[config.mk]
export PLATFORM = sky130hd
export DESIGN_NAME = layer2_result_reader
export DESIGN_NICKNAME = d
export VERILOG_FILES = /design/src/rtl/layer2_result_reader_pkg.sv /design/src/rtl/layer2_result_reader_coord_cnt.sv /design/src/rtl/layer2_result_reader.sv
export SDC_FILE = /design/constraint.sdc
export NUM_CORES = 1
export LEC_CHECK = 0
export CAP_MARGIN = 5
export CORE_ASPECT_RATIO = 1.25
export CORE_MARGIN = 8
export CORE_UTILIZATION = 47
export CTS_CLUSTER_DIAMETER = 80
export DETAILED_ROUTE_END_ITERATION = 10
export PLACE_DENSITY = 0.87
export SLEW_MARGIN = 0
export SYNTH_ARGS = -nofsm -noshare
export SYNTH_HDL_FRONTEND = slang
export SYNTH_SLANG_ARGS = --single-unit
[constraint.sdc]
create_clock -name clk -period 3.5 [get_ports clk]
set_input_delay 0.7 -clock clk [delete_from_list [all_inputs] [get_ports clk]]
set_output_delay 0.7 -clock clk [all_outputs]
set_load 0.005 [all_outputs]
[src/rtl/layer2_result_reader_pkg.sv]
// ---------------------------------------------------------------------------
// layer2_pkg
// Shared constants and types for the layer-2 result reader slice.
//   L2_ROWS / L2_COLS : default stored map extents (30 x 30)
//   L2_DATA_W         : default result word width, tied to LAYER2_OUTPUT_LENGTH
//   L2_ADDR_W         : width of the row/column address and coordinate tags
//   reader_state_t    : reader FSM state encoding
// ---------------------------------------------------------------------------
`ifndef LAYER2_OUTPUT_LENGTH
`define LAYER2_OUTPUT_LENGTH 128
`endif

package layer2_pkg;

  localparam int unsigned L2_ROWS   = 30;
  localparam int unsigned L2_COLS   = 30;
  localparam int unsigned L2_DATA_W = `LAYER2_OUTPUT_LENGTH;
  localparam int unsigned L2_ADDR_W = 16;

  typedef enum logic [1:0] {
    ST_IDLE  = 2'd0,
    ST_FETCH = 2'd1,
    ST_SEND  = 2'd2,
    ST_DONE  = 2'd3
  } reader_state_t;

endpackage

[src/rtl/layer2_result_reader_coord_cnt.sv]
// ---------------------------------------------------------------------------
// layer2_reader_coord_cnt
// Raster row/column counter (column fastest) with clear, advance and wrap.
// Besides the current coordinate it exposes the coordinate that an advance
// would produce, so the reader can address the next word in the same cycle
// the current beat is accepted.
//   clk_i, rst_ni  : clock, synchronous active-low reset
//   clr_i          : return to (0,0) (priority over adv_i)
//   adv_i          : step to the next raster coordinate
//   row_o, col_o   : current coordinate;  last_o : current is final position
//   nxt_row_o/col_o: coordinate after an advance; nxt_last_o : it is final
// ---------------------------------------------------------------------------
module layer2_reader_coord_cnt
  import layer2_pkg::*;
#(
  parameter int unsigned ROWS = L2_ROWS,
  parameter int unsigned COLS = L2_COLS,
  parameter int unsigned W    = L2_ADDR_W
) (
  input  logic         clk_i,
  input  logic         rst_ni,
  input  logic         clr_i,
  input  logic         adv_i,
  output logic [W-1:0] row_o,
  output logic [W-1:0] col_o,
  output logic         last_o,
  output logic [W-1:0] nxt_row_o,
  output logic [W-1:0] nxt_col_o,
  output logic         nxt_last_o
);

  localparam logic [W-1:0] ROW_MAX = W'(ROWS - 1);
  localparam logic [W-1:0] COL_MAX = W'(COLS - 1);

  logic [W-1:0] row_q, row_d;
  logic [W-1:0] col_q, col_d;
  logic [W-1:0] nxt_row, nxt_col;

  always_comb begin
    nxt_row = row_q;
    nxt_col = col_q + W'(1);
    if (col_q == COL_MAX) begin
      nxt_col = '0;
      nxt_row = (row_q == ROW_MAX) ? '0 : row_q + W'(1);
    end
  end

  always_comb begin
    row_d = row_q;
    col_d = col_q;
    if (clr_i) begin
      row_d = '0;
      col_d = '0;
    end else if (adv_i) begin
      row_d = nxt_row;
      col_d = nxt_col;
    end
  end

  always_ff @(posedge clk_i) begin
    if (!rst_ni) begin
      row_q <= '0;
      col_q <= '0;
    end else begin
      row_q <= row_d;
      col_q <= col_d;
    end
  end

  assign row_o      = row_q;
  assign col_o      = col_q;
  assign last_o     = (row_q == ROW_MAX) && (col_q == COL_MAX);
  assign nxt_row_o  = nxt_row;
  assign nxt_col_o  = nxt_col;
  assign nxt_last_o = (nxt_row == ROW_MAX) && (nxt_col == COL_MAX);

endmodule

[src/rtl/layer2_result_reader.sv]
// ---------------------------------------------------------------------------
// layer2_result_reader
// Scans the layer-2 result memory in raster order on a start pulse and
// streams each word downstream over valid/ready with row/col/last tags,
// one beat per cycle when the consumer does not stall.
//
// Ports:
//   clk, rst (sync, active-low)      start  : scan request (IDLE only)
//   busy, done                        : frame in progress / end-of-frame pulse
//   read_row_addr, read_col_addr      : memory address (0 when strobe low)
//   layer2_result_read_signal         : memory read strobe
//   layer2_result_output              : memory data, same-cycle as strobe
//   out_data, out_row, out_col,
//   out_last, out_valid, out_ready    : downstream stream
//
// Build option: define LAYER2_READER_PAD_EN to emit a one-pixel zero border,
// scanning (ROWS+2)x(COLS+2); border beats carry zero and never strobe memory.
// ---------------------------------------------------------------------------
module layer2_result_reader
  import layer2_pkg::*;
#(
  parameter int unsigned ROWS   = L2_ROWS,
  parameter int unsigned COLS   = L2_COLS,
  parameter int unsigned DATA_W = L2_DATA_W
) (
  input  logic                 clk,
  input  logic                 rst,
  input  logic                 start,
  output logic                 busy,
  output logic                 done,
  output logic [L2_ADDR_W-1:0] read_row_addr,
  output logic [L2_ADDR_W-1:0] read_col_addr,
  output logic                 layer2_result_read_signal,
  input  logic [DATA_W-1:0]    layer2_result_output,
  output logic [DATA_W-1:0]    out_data,
  output logic [L2_ADDR_W-1:0] out_row,
  output logic [L2_ADDR_W-1:0] out_col,
  output logic                 out_last,
  output logic                 out_valid,
  input  logic                 out_ready
);

`ifdef LAYER2_READER_PAD_EN
  localparam int unsigned SCAN_ROWS = ROWS + 2;
  localparam int unsigned SCAN_COLS = COLS + 2;
`else
  localparam int unsigned SCAN_ROWS = ROWS;
  localparam int unsigned SCAN_COLS = COLS;
`endif

  reader_state_t state_q, state_d;

  logic                 cnt_clr, cnt_adv;
  logic                 capture, use_nxt;
  logic [L2_ADDR_W-1:0] cur_row, cur_col, nxt_row, nxt_col;
  logic                 cur_last, nxt_last;

  logic [L2_ADDR_W-1:0] fetch_row, fetch_col;
  logic                 fetch_last;
  logic                 interior;
  logic [L2_ADDR_W-1:0] mem_row, mem_col;
  logic                 rd_strobe;

  logic [DATA_W-1:0]    out_data_q, out_data_d;
  logic [L2_ADDR_W-1:0] out_row_q, out_row_d;
  logic [L2_ADDR_W-1:0] out_col_q, out_col_d;
  logic                 out_last_q, out_last_d;

  layer2_reader_coord_cnt #(
    .ROWS (SCAN_ROWS),
    .COLS (SCAN_COLS),
    .W    (L2_ADDR_W)
  ) u_coord_cnt (
    .clk_i      (clk),
    .rst_ni     (rst),
    .clr_i      (cnt_clr),
    .adv_i      (cnt_adv),
    .row_o      (cur_row),
    .col_o      (cur_col),
    .last_o     (cur_last),
    .nxt_row_o  (nxt_row),
    .nxt_col_o  (nxt_col),
    .nxt_last_o (nxt_last)
  );

  // capture is exactly the strobe condition of the unpadded scan:
  // FETCH, or SEND with a handshake on a non-final beat.
  always_comb begin
    state_d = state_q;
    cnt_clr = 1'b0;
    cnt_adv = 1'b0;
    capture = 1'b0;
    use_nxt = 1'b0;
    unique case (state_q)
      ST_IDLE: begin
        if (start) begin
          cnt_clr = 1'b1;
          state_d = ST_FETCH;
        end
      end
      ST_FETCH: begin
        capture = 1'b1;
        state_d = ST_SEND;
      end
      ST_SEND: begin
        if (out_ready) begin
          if (out_last_q) begin
            state_d = ST_DONE;
          end else begin
            cnt_adv = 1'b1;
            capture = 1'b1;
            use_nxt = 1'b1;
          end
        end
      end
      ST_DONE: begin
        state_d = ST_IDLE;
      end
      default: begin
        state_d = ST_IDLE;
      end
    endcase
  end

  // In FETCH the counter already holds (0,0); in SEND it holds the beat on
  // the bus, so the word being read belongs to the following coordinate.
  assign fetch_row  = use_nxt ? nxt_row  : cur_row;
  assign fetch_col  = use_nxt ? nxt_col  : cur_col;
  assign fetch_last = use_nxt ? nxt_last : cur_last;

`ifdef LAYER2_READER_PAD_EN
  assign interior = (fetch_row != '0) && (fetch_row <= L2_ADDR_W'(ROWS)) &&
                    (fetch_col != '0) && (fetch_col <= L2_ADDR_W'(COLS));
  assign mem_row  = fetch_row - L2_ADDR_W'(1);
  assign mem_col  = fetch_col - L2_ADDR_W'(1);
`else
  assign interior = 1'b1;
  assign mem_row  = fetch_row;
  assign mem_col  = fetch_col;
`endif

  assign rd_strobe = capture & interior;

  always_comb begin
    out_data_d = out_data_q;
    out_row_d  = out_row_q;
    out_col_d  = out_col_q;
    out_last_d = out_last_q;
    if (capture) begin
      out_data_d = interior ? layer2_result_output : '0;
      out_row_d  = fetch_row;
      out_col_d  = fetch_col;
      out_last_d = fetch_last;
    end
  end

  always_ff @(posedge clk) begin
    if (!rst) begin
      state_q    <= ST_IDLE;
      out_data_q <= '0;
      out_row_q  <= '0;
      out_col_q  <= '0;
      out_last_q <= 1'b0;
    end else begin
      state_q    <= state_d;
      out_data_q <= out_data_d;
      out_row_q  <= out_row_d;
      out_col_q  <= out_col_d;
      out_last_q <= out_last_d;
    end
  end

  assign busy      = (state_q != ST_IDLE);
  assign done      = (state_q == ST_DONE);
  assign out_valid = (state_q == ST_SEND);
  assign out_data  = out_data_q;
  assign out_row   = out_row_q;
  assign out_col   = out_col_q;
  assign out_last  = out_last_q;

  assign layer2_result_read_signal = rd_strobe;
  assign read_row_addr             = rd_strobe ? mem_row : '0;
  assign read_col_addr             = rd_strobe ? mem_col : '0;

endmodule

Word-level counts from Yosys, hierarchy flattened
Index checks and enable logic that the tools add are counted.

operators by class
  add/sub/neg operators = 2
  reductions and logical operators = 6
  equal/unequal tests = 10
  bitwise gates (word level) = 1
  muxes and demuxes = 18

operator list
  kind                     count
  $mux W16                 7
  $eq A16 B5 Y1 const B    4
  $add A16 B1 Y16 const B  2
  $pmux W2 S4              1
  $mux W1                  6
  $mux W2                  3
  $eq A2 B2 Y1 const B     2
  $ne A2 B1 Y1 const B     2
  $reduce_and A3 Y1        1
  $eq A2 B1 Y1 const B     1
  $logic_and A1 B1 Y1      2
  $logic_not A2 Y1         1
  $ne A2 B2 Y1 const B     1
  $pmux W1 S2              1
  $reduce_bool A2 Y1       1
  $reduce_or A2 Y1         1
  $not A1 Y1               1

word-level totals
  output and inout bits = 197
  flip-flop bits (word level) = 195
  word-level logic and storage cells = 44

Depth between registers and ports, before layout
  word-level depth = 6
  depth in mapped cells = 10

By module
A second synthesis with hierarchy kept.

second synthesis, totals
  cell total of the unflattened synthesis = 1111
  area total of the unflattened synthesis = 8998.6 µm²

by module, submodules not included
  module                   area an instance (µm²)  cells an instance  instances  seq. area each (µm²)
  layer2_result_reader     6693.9                  798                1          3263.1
  layer2_reader_coord_cnt  2304.7                  313                1          640.6

Worst setup path before layout
No wires, ideal clock.

  kind = in2out
  from = input port out_ready
  to = output port read_row_addr[6]
  data required time = 2.800 ns
  setup slack = 0.848 ns
  stages = 7
  arrival = 1.952 ns
  path through = and3b_1 -> o21ai_1 -> inv_1 -> clkbuf_1 -> clkbuf_1 -> buf_2 -> and2_1

on the way
  longest elaborated chain between the ends = 4
  elaborated cells on any way between the ends = 5

ends and longest elaborated chain
  item             line                         RTL
  start, declared  layer2_result_reader.sv:40   input logic out_ready
  $mux W1 *        layer2_result_reader.sv:106  if (out_ready) begin
  $mux W1          layer2_result_reader.sv:94   unique case (state_q)
  $mux W16         -
  $mux W16 *       layer2_result_reader.sv:182  assign read_row_addr = rd_strobe ? mem_row : '0;
  end, declared    layer2_result_reader.sv:31   output logic [L2_ADDR_W-1:0] read_row_addr,

Mark *: on every way between the ends. The rest lies on a longest branch, timed or not.

Worst setup path after layout
  from = input port out_ready
  to = output port read_row_addr[0]

The elaborated chain is that of the path after synthesis.

==> impl_metrics.yaml <==
run_status:
  status: "finished, final reports clean"
placement:
  gp_congestion: 0.960
  post-dp-hpwl_mm: 21.7
  portBuffers: 328
  dp_slack_ns: 0.0669
floorplan:
  dieArea_um2: 21500
  ios: 329
  core_um2: 16800
  fp-row-count: 53
  start_util: 0.478
  die_x_um: 133
  die_h_um: 162
timing:
  max-slew-margin-rel: 0.482
  slew_viol_final: 0
  final-setup-viol-count: 0
  timing.final.ws_setup_ns: 0.0338
  rsz0062_at_grt: "true"
  holdWs_ns: 0.454
  finalHoldViolCount: 0
  worst_slew_pin_slew_ns: 0.776
  fin_setup_tns_ns: 0
  finalCritPeriodShare: 0.990
  period_minus_slack_ns: 3.47
  clock_skew_ns: 0.0114
  max_freq_mhz: 288
finish:
  layout_commonest_cell: "clkdlybuf4s50_1"
  syn2layout_area_growth_pct: 56.6
  multi_input_area_um2: 3930
  drive_above_1_share: 0.103
  post-route-util: 0.748
  fillers: 1183
  diodes: 0
  final_cell_mix: "clkdlybuf4s50_1 (325), nand2_1 (278), dfxtp_1 (189)"
  nets: 1497
  regArea_um2: 3910
yosys:
  synth_flop_cell: "dfxtp_1"
  yosys_warnings: 0
  yosysUniqueCellTypes: 60
  yosys-top-cells-area: "dfxtp_1 (49%), nand2_1 (13%), a21oi_1 (9.7%)"
  synth-seq-area-share: 0.487
  yosysTopAreaCell: "dfxtp_1"
  ys_async_sr_fraction: 0
  syn_inst: 1029
  synth.top_cell.area_share: 0.487
  synth_edf_count: 0
  synth_area_um2: 8020
  syn_area_per_cell_um2: 7.79
  synth_nets: 1170
  ys_ff_latch: 195
power_and_ir_drop:
  p_per_area_nw_per_um2: 601
  ir_drop_mv: 0.356
  p_leak_uw: 0.00441
detailed_routing:
  via_per_inst: 5.37
  drtPass1Iterations: 6
  route.antenna.remaining_nets: 0
  num_vias: 8533
  drtIter0Drc: 751
  wl_per_cell_um: 18.8
  routed_wl_mm: 29.9
  drcViolationCount: 0
global_route:
  gr-total-overflow: 0
  grt_pass1_vias: 8098
  grt_usage: 0.260
  grt_max_degree: 144
  antenna_found_initial: 1
  grt_pass1_wl_mm: 44.6
cts:
  root_buffer: "clkbuf_16"
  numClockSinks: 195
  clockBufferDepth: 2
  numCtsBuffers: 17
  cts_tree: "yes"
  cts_htree_levels: 4
  cts.clk_slew.worst_paths_ns: 0.07
  clk_latency_ns: 0.43
critical_path:
  critical_path_class: "input pin to primary output"
  start_kind: "input pin"
  worstPathRequired_ns: 2.80
  crit_path_end_kind: "primary output"
  arrival_ns: 2.77
  crit_fanout: 6
run:
  drv_cap: 0
worst_hold_path:
  hold_class: "flop to flop"
-- what timing repair did --
item                                    4_1_cts  5_1_grt
buffers inserted                              0        6
pin swaps                                     0        8
resized for setup                             7       41
hold buffers                                  0        0
gates cloned                                  0        0
endpoints found under the setup margin       15       29
-- Yosys cell counts (3+ instances only) --
cell / n
a211oi_1: 21
a21oi_1: 156
and2_1: 5
and3_1: 10
buf_1: 4
buf_2: 18
clkbuf_1: 52
dfxtp_1: 195
ha_1: 9
inv_1: 10
mux2i_1: 5
nand2_1: 278
nand2b_1: 4
nand3_1: 19
nand4_1: 8
nand4_2: 3
nor2_1: 106
nor3_1: 16
nor3b_1: 4
nor4_1: 8
nor4b_1: 3
o2111ai_1: 3
o21ai_0: 21
o21ai_1: 7
or3_1: 5
xnor2_1: 4
xor2_1: 9
-- power breakdown --
group / switching (uW) / internal, uW
clock: 939 / 1110
combinational: 1310 / 1290
sequential: 225 / 2670
-- worst max-delay path: stages --
cell and delay [ns]:
clkdlybuf4s50_1 0.53, and3b_1 0.22, buf_4 0.17, nand3_4 0.09, buf_4 0.17, nor3_2 0.20
a21oi_2 0.07, nor2_1 0.10, clkdlybuf4s50_1 0.51
-- final timing paths --
check	start	slack [ns]	endpoint	cells past startpoint
min	out_data[41]$_SDFFE_PN0P_	0.45	out_data[41]$_SDFFE_PN0P_	2
max reg2reg	state_q[0]$_SDFFE_PN0P_	0.70	out_last$_SDFFE_PN0P_	11
max	out_ready	0.03	read_row_addr[0]	9
min reg2reg	out_data[41]$_SDFFE_PN0P_	0.45	out_data[41]$_SDFFE_PN0P_	2
-- layer usage --
| layer | GRT usage | share of wire | vias to the layer above |
|---|---|---|---|
| li1 | - | - | 4113 |
| met1 | 0.281 | 0.37 | 3896 |
| met5 | 0 | 0.00044 | - |
| met2 | 0.435 | 0.48 | 437 |
| met4 | 0.138 | 0.048 | 2 |
| met3 | 0.0961 | 0.10 | 85 |
-- state kept, by name, summed over array words and instances (netlist names) --
register,count
out_data,128
out_col,16
out_row,16
u_coord_cnt.col_o,16
u_coord_cnt.row_o,16
state_q,2
out_last,1
-- logic make-up (layout without fill, tap and decap cells) --
group / Yosys count / in the layout / share of synthesized area
flops: 195 / 195 / 0.487
compound gates: 230 / 230 / 0.162
xor+xnor: 13 / 13 / 0.0142
mux: 7 / 7 / 0.00905
simple gates: 487 / 487 / 0.268
buf+inv: 88 / 428 / 0.0459
fa+ha+maj: 9 / 9 / 0.0140
-- through the flow --
stage | cells | instance area, um2 | total power [uW]
finish | 1589 | 12600 | 7540
global route | 1589 | 12600 | 7950
CTS | 1583 | 12300 | 7580
detailed placement | 1551 | 11700 | 5530
global placement | 1551 | 11700 | 5460
floorplan | 1029 | 8020 | 4050
-- cell type report --
type / instances / share of cell area
clock inverters: 14 / 0.0153
multi-input cells: 746 / 0.313
flip-flops and latches: 195 / 0.312
inverters: 11 / 0.00389
well taps: 220 / 0.0219
clock buffers: 18 / 0.0350
repair buffers: 385 / 0.300
Note: power is estimated with default switching activity, not from simulation.
